<file path="config.mk">
export PLATFORM = sky130hd
export DESIGN_NAME = udma_uart_rx_poller_flat
export DESIGN_NICKNAME = d
export VERILOG_FILES = /design/src/rtl/udma_uart_rx_poller_if.sv /design/src/rtl/udma_uart_rx_poller.sv /design/src/flat_wrapper.sv
export SDC_FILE = /design/constraint.sdc
export NUM_CORES = 1
export LEC_CHECK = 0
export CAP_MARGIN = 20
export CORE_ASPECT_RATIO = 1.75
export CORE_MARGIN = 4
export CORE_UTILIZATION = 49
export CTS_CLUSTER_DIAMETER = 30
export DETAILED_ROUTE_END_ITERATION = 10
export PLACE_DENSITY_LB_ADDON = 0.05
export SETUP_SLACK_MARGIN = 0.4
export SYNTH_ARGS = -nofsm -noshare
export SYNTH_HDL_FRONTEND = slang
export SYNTH_SLANG_ARGS = --single-unit
</file>
<file path="constraint.sdc">
create_clock -name clk_i -period 5.5 [get_ports clk_i]
set_clock_uncertainty 0.2 [all_clocks]
set_input_delay 1.1 -clock clk_i [delete_from_list [all_inputs] [get_ports clk_i]]
set_output_delay 1.1 -clock clk_i [all_outputs]
set_load 0.005 [all_outputs]
</file>
<file path="src/rtl/udma_uart_rx_poller_if.sv">
// udma_uart_rx_poller_if: uDMA UART config-bus request/response bundle.
// master drives data/addr/valid/rwn, slave returns read data and ready.
interface udma_uart_rx_poller_if;
  logic [31:0] cfg_data_o;
  logic [4:0]  cfg_addr_o;
  logic        cfg_valid_o;
  logic        cfg_rwn_o;
  logic [31:0] cfg_data_i;
  logic        cfg_ready_i;

  modport master (
    output cfg_data_o,
    output cfg_addr_o,
    output cfg_valid_o,
    output cfg_rwn_o,
    input  cfg_data_i,
    input  cfg_ready_i
  );

  modport slave (
    input  cfg_data_o,
    input  cfg_addr_o,
    input  cfg_valid_o,
    input  cfg_rwn_o,
    output cfg_data_i,
    output cfg_ready_i
  );
endinterface

</file>
<file path="src/rtl/udma_uart_rx_poller.sv">
// udma_uart_rx_poller: cfg-bus initiator that programs UART_SETUP, polls
// VALID/DATA into a byte FIFO and streams the bytes out.
// Ports: clk_i/rstn_i (async, active-low); start_i/stop_i/setup_i/busy_o
// session control; cfg master interface; rx_data_o/rx_valid_o/rx_ready_i
// byte stream; err_parity_o/err_overflow_o/err_clr_i sticky errors;
// fifo_level_o occupancy.
// Optional macro UART_POLL_ERR_EN enables periodic ERROR register reads.
module udma_uart_rx_poller #(
  parameter int FIFO_DEPTH      = 4,
  parameter int POLL_GAP        = 2,
  parameter int ERR_POLL_PERIOD = 16
) (
  input  logic                           clk_i,
  input  logic                           rstn_i,
  input  logic                           start_i,
  input  logic                           stop_i,
  input  logic [31:0]                    setup_i,
  output logic                           busy_o,
  udma_uart_rx_poller_if.master          cfg,
  output logic [7:0]                     rx_data_o,
  output logic                           rx_valid_o,
  input  logic                           rx_ready_i,
  output logic                           err_parity_o,
  output logic                           err_overflow_o,
  input  logic                           err_clr_i,
  output logic [$clog2(FIFO_DEPTH):0]    fifo_level_o
);

  localparam int AW = $clog2(FIFO_DEPTH);
  localparam int LW = AW + 1;
  localparam int GW = (POLL_GAP > 1) ? $clog2(POLL_GAP) : 1;
  localparam logic [GW-1:0] GAP_LAST =
    GW'((POLL_GAP > 0) ? POLL_GAP - 1 : 0);

  localparam logic [4:0] A_SETUP = 5'h09;
  localparam logic [4:0] A_ERROR = 5'h0A;
  localparam logic [4:0] A_VALID = 5'h0C;
  localparam logic [4:0] A_DATA  = 5'h0D;
  // en_rx (bit 9) and polling_en (bit 4)
  localparam logic [31:0] RX_EN = 32'h0000_0210;

  typedef enum logic [2:0] {
    IDLE,
    WR_SETUP,
    GAP,
    RD_VALID,
    RD_DATA,
`ifdef UART_POLL_ERR_EN
    RD_ERR,
`endif
    WR_STOP
  } state_t;

  localparam state_t NEXT_POLL = (POLL_GAP == 0) ? RD_VALID : GAP;

  state_t        state;
  logic [31:0]   setup_q;
  logic [GW-1:0] gap_cnt;
  logic          stop_pend;
  logic          hs;
  logic          full;
  logic          push;
  logic          pop;
  logic          due_valid;
  logic          due_now;

  logic [7:0]    mem [FIFO_DEPTH];
  logic [AW-1:0] wr_ptr;
  logic [AW-1:0] rd_ptr;
  logic [LW-1:0] level;

  assign hs     = cfg.cfg_valid_o & cfg.cfg_ready_i;
  assign busy_o = (state != IDLE);

  always_comb begin
    cfg.cfg_valid_o = 1'b0;
    cfg.cfg_rwn_o   = 1'b0;
    cfg.cfg_addr_o  = 5'h00;
    cfg.cfg_data_o  = 32'h0;
    unique case (state)
      WR_SETUP: begin
        cfg.cfg_valid_o = 1'b1;
        cfg.cfg_addr_o  = A_SETUP;
        cfg.cfg_data_o  = setup_q;
      end
      RD_VALID: begin
        cfg.cfg_valid_o = 1'b1;
        cfg.cfg_rwn_o   = 1'b1;
        cfg.cfg_addr_o  = A_VALID;
      end
      RD_DATA: begin
        cfg.cfg_valid_o = 1'b1;
        cfg.cfg_rwn_o   = 1'b1;
        cfg.cfg_addr_o  = A_DATA;
      end
`ifdef UART_POLL_ERR_EN
      RD_ERR: begin
        cfg.cfg_valid_o = 1'b1;
        cfg.cfg_rwn_o   = 1'b1;
        cfg.cfg_addr_o  = A_ERROR;
      end
`endif
      WR_STOP: begin
        cfg.cfg_valid_o = 1'b1;
        cfg.cfg_addr_o  = A_SETUP;
        cfg.cfg_data_o  = setup_q & ~RX_EN;
      end
      default: ;
    endcase
  end

`ifdef UART_POLL_ERR_EN
  localparam int PW = $clog2(ERR_POLL_PERIOD + 1);

  logic [PW-1:0] poll_cnt;
  logic [PW-1:0] poll_inc;
  logic          par_q;
  logic          ovf_q;
  logic          err_hs;
  logic          unused_ok;

  assign poll_inc = (poll_cnt == {PW{1'b1}}) ?
                    poll_cnt : poll_cnt + 1'b1;
  // RD_VALID judges the count including the poll just finished
  assign due_valid = (poll_inc >= PW'(ERR_POLL_PERIOD));
  assign due_now   = (poll_cnt >= PW'(ERR_POLL_PERIOD));
  assign err_hs    = (state == RD_ERR) & hs;

  always_ff @(posedge clk_i or negedge rstn_i) begin
    if (!rstn_i) begin
      poll_cnt <= '0;
      par_q    <= 1'b0;
      ovf_q    <= 1'b0;
    end else begin
      if ((state == RD_VALID) && hs)
        poll_cnt <= poll_inc;
      if (err_hs)
        poll_cnt <= '0;
      // a new error in the clearing cycle survives
      par_q <= (par_q & ~err_clr_i) |
               (err_hs & cfg.cfg_data_i[1]);
      ovf_q <= (ovf_q & ~err_clr_i) |
               (err_hs & cfg.cfg_data_i[0]);
    end
  end

  assign err_parity_o   = par_q;
  assign err_overflow_o = ovf_q;
  assign unused_ok      = ^cfg.cfg_data_i[31:8];
`else
  logic unused_ok;

  assign due_valid      = 1'b0;
  assign due_now        = 1'b0;
  assign err_parity_o   = 1'b0;
  assign err_overflow_o = 1'b0;
  assign unused_ok      = ^{cfg.cfg_data_i[31:8], err_clr_i,
                            due_valid, due_now};
`endif

  always_ff @(posedge clk_i or negedge rstn_i) begin
    if (!rstn_i) begin
      state     <= IDLE;
      setup_q   <= 32'h0;
      gap_cnt   <= '0;
      stop_pend <= 1'b0;
    end else begin
      if (stop_i && (state != IDLE))
        stop_pend <= 1'b1;
      unique case (state)
        IDLE: begin
          if (start_i) begin
            setup_q <= setup_i | RX_EN;
            state   <= WR_SETUP;
          end
        end
        WR_SETUP: begin
          if (hs)
            state <= NEXT_POLL;
        end
        GAP: begin
          if (stop_pend) begin
            gap_cnt <= '0;
            state   <= WR_STOP;
          end else if (gap_cnt == GAP_LAST) begin
            gap_cnt <= '0;
            state   <= RD_VALID;
          end else begin
            gap_cnt <= gap_cnt + 1'b1;
          end
        end
        RD_VALID: begin
          if (hs) begin
            if (stop_pend)
              state <= WR_STOP;
            // a full FIFO leaves the byte in the target
            else if (cfg.cfg_data_i[0] && !full)
              state <= RD_DATA;
`ifdef UART_POLL_ERR_EN
            else if (due_valid)
              state <= RD_ERR;
`endif
            else
              state <= NEXT_POLL;
          end
        end
        RD_DATA: begin
          if (hs) begin
            if (stop_pend)
              state <= WR_STOP;
`ifdef UART_POLL_ERR_EN
            else if (due_now)
              state <= RD_ERR;
`endif
            else
              state <= NEXT_POLL;
          end
        end
`ifdef UART_POLL_ERR_EN
        RD_ERR: begin
          if (hs)
            state <= stop_pend ? WR_STOP : NEXT_POLL;
        end
`endif
        WR_STOP: begin
          if (hs) begin
            state     <= IDLE;
            stop_pend <= 1'b0;
          end
        end
        default: state <= IDLE;
      endcase
    end
  end

  assign full       = (level == LW'(FIFO_DEPTH));
  assign rx_valid_o = (level != '0);
  assign push       = (state == RD_DATA) & hs;
  assign pop        = rx_valid_o & rx_ready_i;
  assign rx_data_o  = mem[rd_ptr];
  assign fifo_level_o = level;

  always_ff @(posedge clk_i or negedge rstn_i) begin
    if (!rstn_i) begin
      for (int i = 0; i < FIFO_DEPTH; i++)
        mem[i] <= 8'h00;
      wr_ptr <= '0;
      rd_ptr <= '0;
      level  <= '0;
    end else begin
      if (push) begin
        mem[wr_ptr] <= cfg.cfg_data_i[7:0];
        wr_ptr      <= wr_ptr + 1'b1;
      end
      if (pop)
        rd_ptr <= rd_ptr + 1'b1;
      unique case ({push, pop})
        2'b10:   level <= level + 1'b1;
        2'b01:   level <= level - 1'b1;
        default: ;
      endcase
    end
  end

endmodule

</file>
<file path="src/flat_wrapper.sv">
// flat-port wrapper written by rule: the top's interface ports become plain ports
module udma_uart_rx_poller_flat 
#(
  parameter int FIFO_DEPTH      = 4,
  parameter int POLL_GAP        = 2,
  parameter int ERR_POLL_PERIOD = 16
)
  (clk_i, rstn_i, start_i, stop_i, setup_i, busy_o, rx_data_o, rx_valid_o, rx_ready_i, err_parity_o, err_overflow_o, err_clr_i, fifo_level_o, cfg_cfg_data_o, cfg_cfg_addr_o, cfg_cfg_valid_o, cfg_cfg_rwn_o, cfg_cfg_data_i, cfg_cfg_ready_i);
  udma_uart_rx_poller_if cfg_i ();
  input  logic clk_i;
  input  logic rstn_i;
  input  logic start_i;
  input  logic stop_i;
  input  logic [31:0] setup_i;
  output logic busy_o;
  output logic [7:0] rx_data_o;
  output logic rx_valid_o;
  input  logic rx_ready_i;
  output logic err_parity_o;
  output logic err_overflow_o;
  input  logic err_clr_i;
  output logic [$clog2(FIFO_DEPTH):0] fifo_level_o;
  output wire logic [$bits(cfg_i.cfg_data_o)-1:0] cfg_cfg_data_o;
  output wire logic [$bits(cfg_i.cfg_addr_o)-1:0] cfg_cfg_addr_o;
  output wire logic [$bits(cfg_i.cfg_valid_o)-1:0] cfg_cfg_valid_o;
  output wire logic [$bits(cfg_i.cfg_rwn_o)-1:0] cfg_cfg_rwn_o;
  input wire logic [$bits(cfg_i.cfg_data_i)-1:0] cfg_cfg_data_i;
  input wire logic [$bits(cfg_i.cfg_ready_i)-1:0] cfg_cfg_ready_i;
  assign cfg_cfg_data_o = cfg_i.cfg_data_o;
  assign cfg_cfg_addr_o = cfg_i.cfg_addr_o;
  assign cfg_cfg_valid_o = cfg_i.cfg_valid_o;
  assign cfg_cfg_rwn_o = cfg_i.cfg_rwn_o;
  assign cfg_i.cfg_data_i = cfg_cfg_data_i;
  assign cfg_i.cfg_ready_i = cfg_cfg_ready_i;
  udma_uart_rx_poller #(.FIFO_DEPTH(FIFO_DEPTH), .POLL_GAP(POLL_GAP), .ERR_POLL_PERIOD(ERR_POLL_PERIOD)) u_core (.clk_i(clk_i), .rstn_i(rstn_i), .start_i(start_i), .stop_i(stop_i), .setup_i(setup_i), .busy_o(busy_o), .cfg(cfg_i), .rx_data_o(rx_data_o), .rx_valid_o(rx_valid_o), .rx_ready_i(rx_ready_i), .err_parity_o(err_parity_o), .err_overflow_o(err_overflow_o), .err_clr_i(err_clr_i), .fifo_level_o(fifo_level_o));
endmodule
</file>
After elaboration in Yosys (flattened, before gate mapping)

Cells that the tools add are included.

Memories kept: 0
Bits in latches: 0
Word-level logic and storage cells: 78
Input port bits: 71
Flip-flop bits (word level): 76
ROM bits: 0
Bits in writable memories: 0

Reduce and logical (&&, ||, !) cells: 13
Add/sub/neg operators: 5
Magnitude comparators: 3
Div/mod/pow operators: 0
Equality and inequality tests: 14
Multiplexer cells: 27
$mul: 0
Shift-type cells: 0
Bitwise logic cells: 5

Operators with widths:

| kind                  | number |
|---|---|
| $pmux W32 S2          | 1 |
| $bwmux W32            | 1 |
| $mux W3               | 10 |
| $mux W8               | 3 |
| $pmux W3 S6           | 1 |
| $bmux W8 S2           | 1 |
| $demux W8 S2          | 1 |
| $pmux W4 S3           | 1 |
| $eq A3 B3 Y1 const B  | 3 |
| $ne A2 B1 Y1 const B  | 4 |
| $mux W1               | 7 |
| $eq A3 B2 Y1 const B  | 2 |
| $ge A3 B3 Y1 const B  | 2 |
| $not A2 Y3            | 2 |
| $pmux W3 S2           | 1 |
| $reduce_and A6 Y1     | 1 |
| $reduce_bool A3 Y1    | 2 |
| $add A2 B1 Y2 const B | 2 |
| $reduce_or A2 Y1      | 2 |
| $reduce_or A4 Y1      | 1 |
| $add A3 B1 Y3 const B | 1 |
| $and A1 B1 Y1         | 3 |
| $eq A3 B1 Y1 const B  | 1 |
| $logic_and A1 B1 Y1   | 3 |
| other kinds (11)      | 11 |

Longest topological paths before layout

Gate-level depths: netlist of run 1.

Word-level depth: 7
Gate-level depth with buffers: 9
Mapped depth without buffers: 9

Worst setup path after synthesis of run 1

Ideal clock, no wire load.

Path type: input-to-reg
Start: input port cfg_cfg_ready_i
End: register u_core.level[2], in the netlist u_core.fifo_level_o[2]
Stages: 8
Setup slack: 2.905 ns
Data required time: 5.175 ns
Path buffers: 0
Data arrival time: 2.270 ns
Library setup time: 0.125 ns
Path through: nor3b_4 > inv_1 > ha_1 > inv_1 > fa_1 > xor2_1 > nor2_1 > xor2_1

Word-level cells in the longest chain between the ends: 4
Elaborated cells on any way between the ends: 6
Classes of those cells: eq/ne (2); mux (1); bitwise (2); reduce/logical (1)

Ends and longest elaborated chain:

| what                                              | RTL line                   | source |
|---|---|---|
| from (decl)                                       | flat_wrapper.sv:28         | `input wire logic [$bits(cfg_i.cfg_ready_i)-1:0] cfg_cfg_ready_i;` |
| $and A1 B1 Y1 (*)                                 | udma_uart_rx_poller.sv:72  | `assign hs = cfg.cfg_valid_o & cfg.cfg_ready_i;` |
| $and A1 B1 Y1 (*)                                 | udma_uart_rx_poller.sv:238 | `assign push = (state == RD_DATA) & hs;` |
| $eq A2 B1 Y1 or $eq A2 B2 Y1 (tied branches)      | udma_uart_rx_poller.sv:257 | `unique case ({push, pop})` |
| $pmux W3 S2 or $reduce_bool A2 Y1 (tied branches) | -                          |  |
| to (signal assigned)                              | udma_uart_rx_poller.sv:258 | `2'b10: level <= level + 1'b1;` |
| to (signal assigned)                              | udma_uart_rx_poller.sv:259 | `2'b01: level <= level - 1'b1;` |
| to (decl)                                         | udma_uart_rx_poller.sv:70  | `logic [LW-1:0] level;` |

Mark *: on every way between the ends. The rest lies on a longest branch, timed or not.
A chain may end at the register's enable or synchronous reset.

Worst setup path after layout of run 1

Start: register u_core.state[0]
End: output port cfg_cfg_data_o[7]

Word-level cells in the longest chain between the ends: 2
Elaborated cells on any way between the ends: 3
Classes of those cells: eq/ne (2); mux (1)

Ends and longest elaborated chain:

| what                                         | RTL line                   | source |
|---|---|---|
| from (decl)                                  | udma_uart_rx_poller.sv:56  | `state_t state;` |
| from (signal assigned)                       | udma_uart_rx_poller.sv:163 | `state <= IDLE;` |
| from (signal assigned)                       | udma_uart_rx_poller.sv:174 | `state <= WR_SETUP;` |
| from (signal assigned)                       | udma_uart_rx_poller.sv:179 | `state <= NEXT_POLL;` |
| $eq A3 B3 Y1 or $eq A3 B1 Y1 (tied branches) | udma_uart_rx_poller.sv:80  | `unique case (state)` |
| $pmux W32 S2 (*)                             | udma_uart_rx_poller.sv:80  |  |
| to (decl)                                    | flat_wrapper.sv:23         | `output wire logic [$bits(cfg_i.cfg_data_o)-1:0] cfg_cfg_data_o;` |

Marked as above.

==> run metrics, run 1 <==
fraction of the yosys area taken by sequential cells 53.2%; CTS root buf clkbuf_16; synthesized cell area 3520 µm²; Worst-path clk slew 60 ps; vias post-DR 2,329; Total GRT Usage 17.9%; setup bufs post-CTS 0; DRT antenna net count 0; Total Die Area 8670 µm²; capturing point of the worst reg2reg path u_core.fifo_level_o[2]; Slew Viols, Final 0; Worst Path Buf+Inv 3; number of cells on the critical path 5; worst hold path type register to register; n_diodes 0; Worst-Margin Slew 947 ps; commonest non-fill, non-tap cell in the layout clkdlybuf4s50_1; DIE HEIGHT 120 µm; DRC 0; Avg Inst Size Synth 13.3 µm²; post-cts repair resize count 0; Worst setup endpoint cfg_cfg_data_o[7]; total core area 6960 µm²; largest net degree at the start of global routing 76; Worst setup EP type primary output; peak supply drop 0.343 mV; flops & latches, synth 75; share of layout cells above drive strength 1 26.3%; unrepaired setup endpoints after global routing false; Reg2Reg Setup Slack 2970 ps; area grow syn2layout 36.5%; clock buffer depth 2; CP Launch Type register; Setup crit start u_core.state[0]; CP arrival 2330 ps; Vias/cell 5.23; Non-Filler Instances 445; most frequent cells in the layout 92 x clkdlybuf4s50_1, 75 x dfrtp_1, 62 x mux2_2; Worst path top cell family by delay buffers and inverters; GP Congestion 0.864; Initial DRT Pass Iterations 5; Crit Path Max Fanout 30; Final setup viols 0; final-stage net count 433; Post-CTS Hold Buffers 0; fillcell total 527; num rows 40; first-pass GRT wire length 12,000 µm; Synth cell types 36; H-tree depth 3; Skew-Pair Late Insertion Delay 330 ps; slowest CP cell dfrtp_1; Leak Pwr 2.06 nW; Die X 72.1 µm; final WL 7220 µm; setup_tns 0 ps; r2r startpoint u_core.state[2]; Cells after Synth 265; vias in the first global route 2,519; total gr overflow 0; clk sinks 75; outcome finished, final reports clean; Num CTS Buffers 9; slowest stage delay, CP 650 ps; Power Dens Cells 585 nW/µm²; maximum clock frequency 0.275 GHz; initial core utilization 50.7%; drt wl/cell 16.2 µm; maxcap violations 0; CTS tree built; Critical Path RT 4200 ps; Post-DP HPWL 5100 µm; crit share post-route 66.0%; fin crit period 3630 ps; final hold viol count 0; Slew headroom 36.9%; initial antenna violation count 0; CP cell instances inv_1, nor2_1, buf_4, and2_1, clkdlybuf4s50_1; Detailed Route Iter0 Violations 92; port bufs 93; DP Cell Count 429; Reg2Reg Depth 9; WS Path Type register to primary output; Ys Warns 0; # IOs 125
## worst reg2reg max path, stage by stage, from the launching register on
cell and delay, ps:
dfrtp_1 600, nand2b_1 250, nor3b_4 480, inv_1 80, ha_1 220, inv_1 70
fa_1 170, xor2_1 140, nor2_1 60, xor2_1 140
## cells by family after synthesis
group | count (synthesis) | synth area share (%)
XOR/XNOR | 6 | 1.49
buffers and inverters | 26 | 3.44
other | 1 | 0.106
AND/OR/NAND/NOR | 59 | 10.0
AO/OA/AOI/OAI | 20 | 3.83
multiplexers | 72 | 25.5
flip-flops | 75 | 53.2
adder cells (fa/ha/maj) | 6 | 2.34
## layer usage
metal	global-route usage [%]	vias to the layer above	wire (µm)	part of all wire [%]
met2	30.5	60	3830	53
met4	7.41	0	104	1.4
li1	-	1098	-	-
met1	19.6	1163	2800	39
met3	6.49	8	488	6.8
met5	0	-	0	0
## sequential cells by signal, summed over array words and instances (netlist names)
name	flops
u_core.mem	32
u_core.setup_q	31
u_core.fifo_level_o	3
u_core.state	3
u_core.rd_ptr	2
u_core.wr_ptr	2
u_core.gap_cnt	1
u_core.stop_pend	1
## report_power, final
group / internal, mW / leakage, nW / total [mW] / switching (mW)
sequential: 0.819 / 0.915 / 1.01 / 0.195
clock: 0.388 / 0.148 / 0.604 / 0.215
combinational: 0.793 / 0.994 / 1.19 / 0.402
total: 2.00 / 2.06 / 2.81 / 0.812
## Yosys cell counts
library cell | instances | area [µm²]
or3_1 | 2 | 12.5
buf_4 | 5 | 37.5
mux2_2 | 62 | 698
fa_1 | 1 | 20.0
o21ai_0 | 6 | 30.0
buf_2 | 4 | 20.0
buf_1 | 1 | 3.75
xor2_1 | 3 | 26.3
dfrtp_1 | 75 | 1880
o311ai_0 | 1 | 8.76
nand3b_1 | 1 | 7.51
o22ai_1 | 2 | 12.5
nor4b_1 | 1 | 8.76
a2bb2oi_1 | 2 | 17.5
nor2b_1 | 3 | 18.8
nand2_2 | 4 | 25.0
mux4_2 | 8 | 180
ha_1 | 5 | 62.6
clkbuf_1 | 8 | 30.0
mux2_1 | 1 | 11.3
nor3_1 | 2 | 10.0
or2_2 | 1 | 6.26
and2_1 | 31 | 194
a21oi_1 | 2 | 10.0
nor2_1 | 6 | 22.5
nor3b_4 | 1 | 18.8
a22o_1 | 3 | 26.3
nand2b_1 | 1 | 6.26
nand2_1 | 6 | 22.5
a31oi_1 | 2 | 12.5
xnor2_1 | 3 | 26.3
mux2i_1 | 1 | 10.0
conb_1 | 1 | 3.75
inv_1 | 8 | 30.0
o22a_1 | 1 | 8.76
o31a_1 | 1 | 8.76
## worst min-delay path by stage
stage	from	end	slack, ps	depth (start not counted)
2_1_floorplan	u_core.setup_q[9]	u_core.setup_q[9]	230	1
3_3_place_gp	u_core.setup_q[9]	u_core.setup_q[9]	240	1
3_5_place_dp	u_core.setup_q[9]	u_core.setup_q[9]	250	1
4_1_cts	u_core.setup_q[9]	u_core.setup_q[9]	260	1
5_1_grt	u_core.setup_q[9]	u_core.setup_q[9]	290	1
6_report	u_core.setup_q[9]	u_core.setup_q[9]	260	1
## stage by stage
stage | worst slack, ps | hold WS, ps | util (%) | power (mW) | cell area [µm²]
floorplan | 2900 | 230 | - | 1.67 | 3540
global placement | 2130 | 245 | 64.6 | 2.21 | 4500
detailed placement | 2110 | 248 | 64.6 | 2.24 | 4500
CTS | 1820 | 262 | 69.2 | 2.86 | 4810
global route | 1650 | 294 | 69.2 | 3.01 | 4810
finish | 1870 | 257 | 69.2 | 2.81 | 4810
## final cells by class
class | instances | area, µm² | area share (%)
tap | 84 | 105 | 2.18
clock buffer | 13 | 270 | 5.62
sequential | 75 | 1880 | 39.0
timing repair buffer | 95 | 943 | 19.6
clock inverter | 3 | 45.0 | 0.936
multi-input combinational | 167 | 1540 | 32.0
inverter | 8 | 30.0 | 0.624
No activity file was read; power rests on OpenSTA's default activity.
==> run 2, diff against run 1 <==
--- a/config.mk
+++ b/config.mk
@@ -8,7 +8,7 @@
 export CAP_MARGIN = 20
 export CORE_ASPECT_RATIO = 1.75
 export CORE_MARGIN = 4
-export CORE_UTILIZATION = 49
+export CORE_UTILIZATION = 45
 export CTS_CLUSTER_DIAMETER = 30
 export DETAILED_ROUTE_END_ITERATION = 10
 export PLACE_DENSITY_LB_ADDON = 0.05
==> constraint.sdc (replaced) <==
create_clock -name clk_i -period 3.8 [get_ports clk_i]
set_clock_uncertainty 0.2 [all_clocks]
set_input_delay 0.76 -clock clk_i [delete_from_list [all_inputs] [get_ports clk_i]]
set_output_delay 0.76 -clock clk_i [all_outputs]
set_load 0.005 [all_outputs]
==> run 2 against run 1 <==
  * Power increased by 45%
  * Clock power increased by 44%
  * Global-route usage decreased by 0.60 points
==> run metrics, run 2 (synthesis results as in run 1) <==
Critical Path RT 2840 ps (-1360 ps); crit share post-route 81.2%; Reg2Reg Depth 9 (unchanged); clk sinks 75 (unchanged); GP Congestion 0.856 (-0.88%); Worst-path clk slew 60 ps (about the same); most frequent cells in the layout 92 x clkdlybuf4s50_1, 75 x dfrtp_1, 62 x mux2_2; final hold viol count 0 (unchanged); Worst-Margin Slew 945 ps (-2.22 ps); Reg2Reg Setup Slack 1290 ps (-1680 ps); commonest non-fill, non-tap cell in the layout clkdlybuf4s50_1; Crit Path Max Fanout 10 (-67%); setup_tns 0 ps (unchanged); DRC 0 (unchanged); number of cells on the critical path 2 (-3); initial core utilization 46.3% (-4.4 points); Final setup viols 0 (unchanged); total core area 7620 µm² (+9.5%); total gr overflow 0 (unchanged); largest net degree at the start of global routing 76 (unchanged); Total Die Area 9370 µm² (+8.1%); maxcap violations 0 (unchanged); unrepaired setup endpoints after global routing false; Die X 74.9 µm (+3.9%); Worst Slack Setup Final 715 ps (-1150 ps); H-tree depth 3 (unchanged); drt wl/cell 16.3 µm (+0.38%); CTS root buf clkbuf_16; Setup crit start u_core.rd_ptr[0]; Post-CTS Hold Buffers 0 (unchanged); CP cell instances mux4_2, clkdlybuf4s50_1; setup bufs post-CTS 0 (unchanged); share of layout cells above drive strength 1 26.8% (+0.48 points); final-stage net count 434 (+0.23%); clock buffer depth 2 (unchanged); Worst setup EP type primary output; vias post-DR 2,316 (-0.56%); fin crit period 3090 ps; Leak Pwr 2.07 nW (+0.56%); final WL 7330 µm (+1.5%); worst hold path type register to register; Worst Path Buf+Inv 1 (-2); Skew-Pair Late Insertion Delay 330 ps (about the same); Slew Viols, Final 0 (unchanged); Num CTS Buffers 9 (unchanged); Initial DRT Pass Iterations 4 (-1); Setup WS pre-CTS 745 ps (-1360 ps); capturing point of the worst reg2reg path u_core.fifo_level_o[2]; area grow syn2layout 36.8%; num rows 42 (+5.0%); DIE HEIGHT 125 µm (+4.1%); port bufs 93 (unchanged); Detailed Route Iter0 Violations 82 (-11%); Largest register FFs 32 (unchanged); CP Launch Type register; Biggest register u_core.mem; post-cts repair resize count 0 (unchanged); Power Dens Cells 846 nW/µm² (+45%); slowest stage delay, CP 740 ps (+90 ps); Slew headroom 37.0% (+0.15 points); Total GRT Usage 17.3% (-0.60 points); Largest regs u_core.mem: 32 flops, u_core.setup_q: 31 flops; Vias/cell 5.15 (-1.7%); r2r startpoint u_core.state[2]; CTS tree built; peak supply drop 0.498 mV (+45%); Worst setup endpoint rx_data_o[4]; slowest CP cell dfrtp_1; outcome finished, final reports clean; n_diodes 0 (unchanged); Worst path top cell family by delay flip-flops; Post-DP HPWL 5110 µm (+0.13%); WS Path Type register to primary output; # IOs 125 (unchanged); first-pass GRT wire length 12,300 µm (+2.7%); CP arrival 2130 ps (-200 ps); vias in the first global route 2,536 (+0.67%); initial antenna violation count 0 (unchanged); maximum clock frequency 0.324 GHz; DRT antenna net count 0 (unchanged)
## run 2: how the worst min path moves through the flow
stage,slack [ps],depth (start not counted),from,to
floorplan,230,1,u_core.setup_q[9],u_core.setup_q[9]
global placement,240,1,u_core.setup_q[9],u_core.setup_q[9]
detailed placement,250,1,u_core.setup_q[9],u_core.setup_q[9]
CTS,260,1,u_core.setup_q[9],u_core.setup_q[9]
global route,290,1,u_core.setup_q[9],u_core.setup_q[9]
finish,260,1,u_core.setup_q[9],u_core.setup_q[9]
## run 2: routing by layer
layer  vias up  share of wire, %  GRT usage, %
met5         -                 0             0
met4         0               2.0          6.39
li1       1097                 -             -
met1      1144                39          19.2
met3        12               7.5          7.55
met2        63                51          28.4
## run 2: power breakdown
part / switching (mW) / total (mW) / leakage, nW / internal [mW]
clock network: 0.312 / 0.871 / 0.155 / 0.559
logic: 0.606 / 1.76 / 0.999 / 1.16
registers: 0.261 / 1.45 / 0.915 / 1.19
## run 2: worst reg2reg max path, delay by kind of cell (launching register included)
kind / cells / cell delay (ps)
simple gates: 3 / 770
flops: 1 / 590
fa+ha+maj: 2 / 390
xor+xnor: 2 / 280
buf+inv: 2 / 160
## run 2: stage by stage
step	util [%]	total power [mW]	instances	hold WS [ps]	area (µm²)
global route	63.3	4.38	450	287	4820
floorplan	-	2.41	268	230	3540
global placement	59.2	3.21	434	245	4510
finish	63.3	4.08	450	258	4820
CTS	63.3	4.15	450	260	4820
detailed placement	59.2	3.25	434	247	4510
## run 2: area by class of cell
class / count / area [µm²]
flip-flops and latches: 75 / 1880
clock buffers: 12 / 267
well taps: 88 / 110
clock inverters: 4 / 47.5
multi-input cells: 167 / 1540
fillers: 619 / 2800
repair buffers: 96 / 951
inverters: 8 / 30.0
==> run 3, diff against run 2 <==
==> constraint.sdc (replaced) <==
create_clock -name clk_i -period 2.9 [get_ports clk_i]
set_clock_uncertainty 0.2 [all_clocks]
set_input_delay 0.58 -clock clk_i [delete_from_list [all_inputs] [get_ports clk_i]]
set_output_delay 0.58 -clock clk_i [all_outputs]
set_load 0.005 [all_outputs]
==> run 3 against run 2 <==
  * First-iteration DRC count decreased by 7.3%
  * Sequential share of layout area decreased by 2.7 points
  * Routed wire length increased by 9.9%
  * Non-clock buffer count increased by 30
  * Setup slack got worse by 360 ps
  * Combinational power increased by 53%
  * Flip-flop and latch count unchanged
  * Via count increased by 6.0%
  * Final area increased by 7.7%
  * Register-to-register slack got worse by 570 ps
==> run metrics, run 3 (synthesis results as in run 1) <==
outcome finished, final reports clean; Critical Path RT 2120 ps (-720 ps); Slew Viols, Final 0 (unchanged); peak supply drop 0.561 mV (+13%); final hold viol count 0 (unchanged); Post-CTS Hold Buffers 0 (unchanged); WS Path Type register to primary output; # IOs 125 (unchanged); most frequent cells in the layout 72 x dfrtp_1, 62 x mux2_2, 48 x clkdlybuf4s50_1; Slew headroom 60.0% (+23 points); Final setup viols 0 (unchanged); clk sinks 75 (unchanged); worst hold path type input port to async pin; setup_tns 0 ps (unchanged); fin crit period 2540 ps; final total power 5.67 mW (+39%); Final Util 68.2% (+4.9 points); placed cell areas 4560 µm² (+1.1%); Largest register FFs 32 (unchanged); Crit Path Max Fanout 5 (-5); CTS root buf clkbuf_16; fillcell total 556 (-10%); Total GRT Usage 18.5% (+1.3 points); slowest CP cell clkdlybuf4s50_1; n_diodes 0 (unchanged); first-pass GRT wire length 13,100 µm (+6.6%); CP cell instances buf_4, nand2b_2, o21ai_0, clkdlybuf4s50_1; num rows 42 (unchanged); DRT antenna net count 0 (unchanged); Vias/cell 5.12 (-0.58%); Total Die Area 9370 µm² (unchanged); vias in the first global route 2,715 (+7.1%); area grow syn2layout 47.4%; clock buffer depth 2 (unchanged); Reg2Reg Setup Slack 720 ps (-570 ps); Worst-Margin Slew 600 ps (-344 ps); CP arrival 1760 ps (-370 ps); final WL 8060 µm (+9.9%); maxcap violations 0 (unchanged); initial core utilization 46.3% (unchanged); GP Congestion 0.887 (+3.6%); Post-DP HPWL 5230 µm (+2.5%); CP Launch Type register; Worst path top cell family by delay buffers and inverters; H-tree depth 3 (unchanged); total gr overflow 0 (unchanged); Worst Path Buf+Inv 2 (+1); port bufs 93 (unchanged); CTS tree built; Initial DRT Pass Iterations 3 (-1); crit share post-route 87.6%; Die X 74.9 µm (unchanged); Leak Pwr 2.70 nW (+31%); initial antenna violation count 0 (unchanged); commonest non-fill, non-tap cell in the layout dfrtp_1; Skew-Pair Late Insertion Delay 330 ps (about the same); slowest stage delay, CP 530 ps (-210 ps); DRC 0 (unchanged); Power Dens Cells 1090 nW/µm² (+29%); unrepaired setup endpoints after global routing true; share of layout cells above drive strength 1 34.9% (+8.2 points); DIE HEIGHT 125 µm (unchanged); vias post-DR 2,456 (+6.0%); largest net degree at the start of global routing 47 (-38%); Num CTS Buffers 9 (unchanged); Largest regs u_core.mem: 32 flops, u_core.setup_q: 31 flops; maximum clock frequency 0.394 GHz; Worst-path clk slew 60 ps (about the same); final instance area 5190 µm² (+7.7%); final-stage net count 464 (+6.9%); total core area 7620 µm² (unchanged); Worst setup EP type primary output; drt wl/cell 16.8 µm (+3.1%); Detailed Route Iter0 Violations 76 (-7.3%); Biggest register u_core.mem
-- run 3: cell count changes in the layout (fill, tap and decap cells not counted), sizes merged --
cell,delta
buf,+29
clkinv,+2
clkdlybuf4s15,+1
dlygate4sd2,+17
dlymetal6s2s,+25
clkdlybuf4s50,-44
-- run 3: area by class of cell --
| cell class | count | area [µm²] | area share [%] |
|---|---|---|---|
| Clock buffer | 10 | 239 | 4.60 |
| Sequential cell | 75 | 1880 | 36.2 |
| Inverter | 8 | 30.0 | 0.578 |
| Timing Repair Buffer | 126 | 1290 | 24.9 |
| Clock inverter | 6 | 65.1 | 1.25 |
| Multi-Input combinational cell | 167 | 1580 | 30.3 |
| Tap cell | 88 | 110 | 2.12 |
-- run 3: metal layers --
layer	wire (µm)	part of all wire, %	global-route usage [%]	vias to the layer above
li1	-	-	-	1161
met1	2960	37	20.5	1203
met2	4290	53	30.6	72
met3	542	6.7	6.51	20
met4	271	3.4	8.91	0
met5	0	0	0	-
-- run 3: what timing repair did --
item	in CTS	in global routing
resized for setup	40	29
buffers inserted	13	9
cloned	2	1
pin swaps	1	1
hold endpoints to repair	0	0
endpoints found under the setup margin	45	31
-- run 3: final timing paths --
check	from	cells after the start	end
worst max register to register	u_core.state[1]	10	u_core.fifo_level_o[2]
min in group clk_i	u_core.setup_q[9]	1	u_core.setup_q[9]
worst max-delay path	u_core.state[1]	4	cfg_cfg_addr_o[3]
max in group asynchronous	rstn_i	2	u_core.setup_q[19]
worst min-delay path	rstn_i	1	u_core.rd_ptr[1]
worst min register to register	u_core.setup_q[9]	1	u_core.setup_q[9]
-- run 3: per-stage QoR --
stage	setup slack [ps]	hold WS (ps)	cells
2_1_floorplan	788	84.4	268
3_3_place_gp	385	252	439
3_5_place_dp	349	255	439
4_1_cts	293	69.9	470
5_1_grt	321	84.3	480
6_report	359	40.8	480
-- run 3: power by group --
part	switching (mW)	internal, mW
registers	0.289	1.56
logic	0.986	1.71
clock network	0.430	0.689
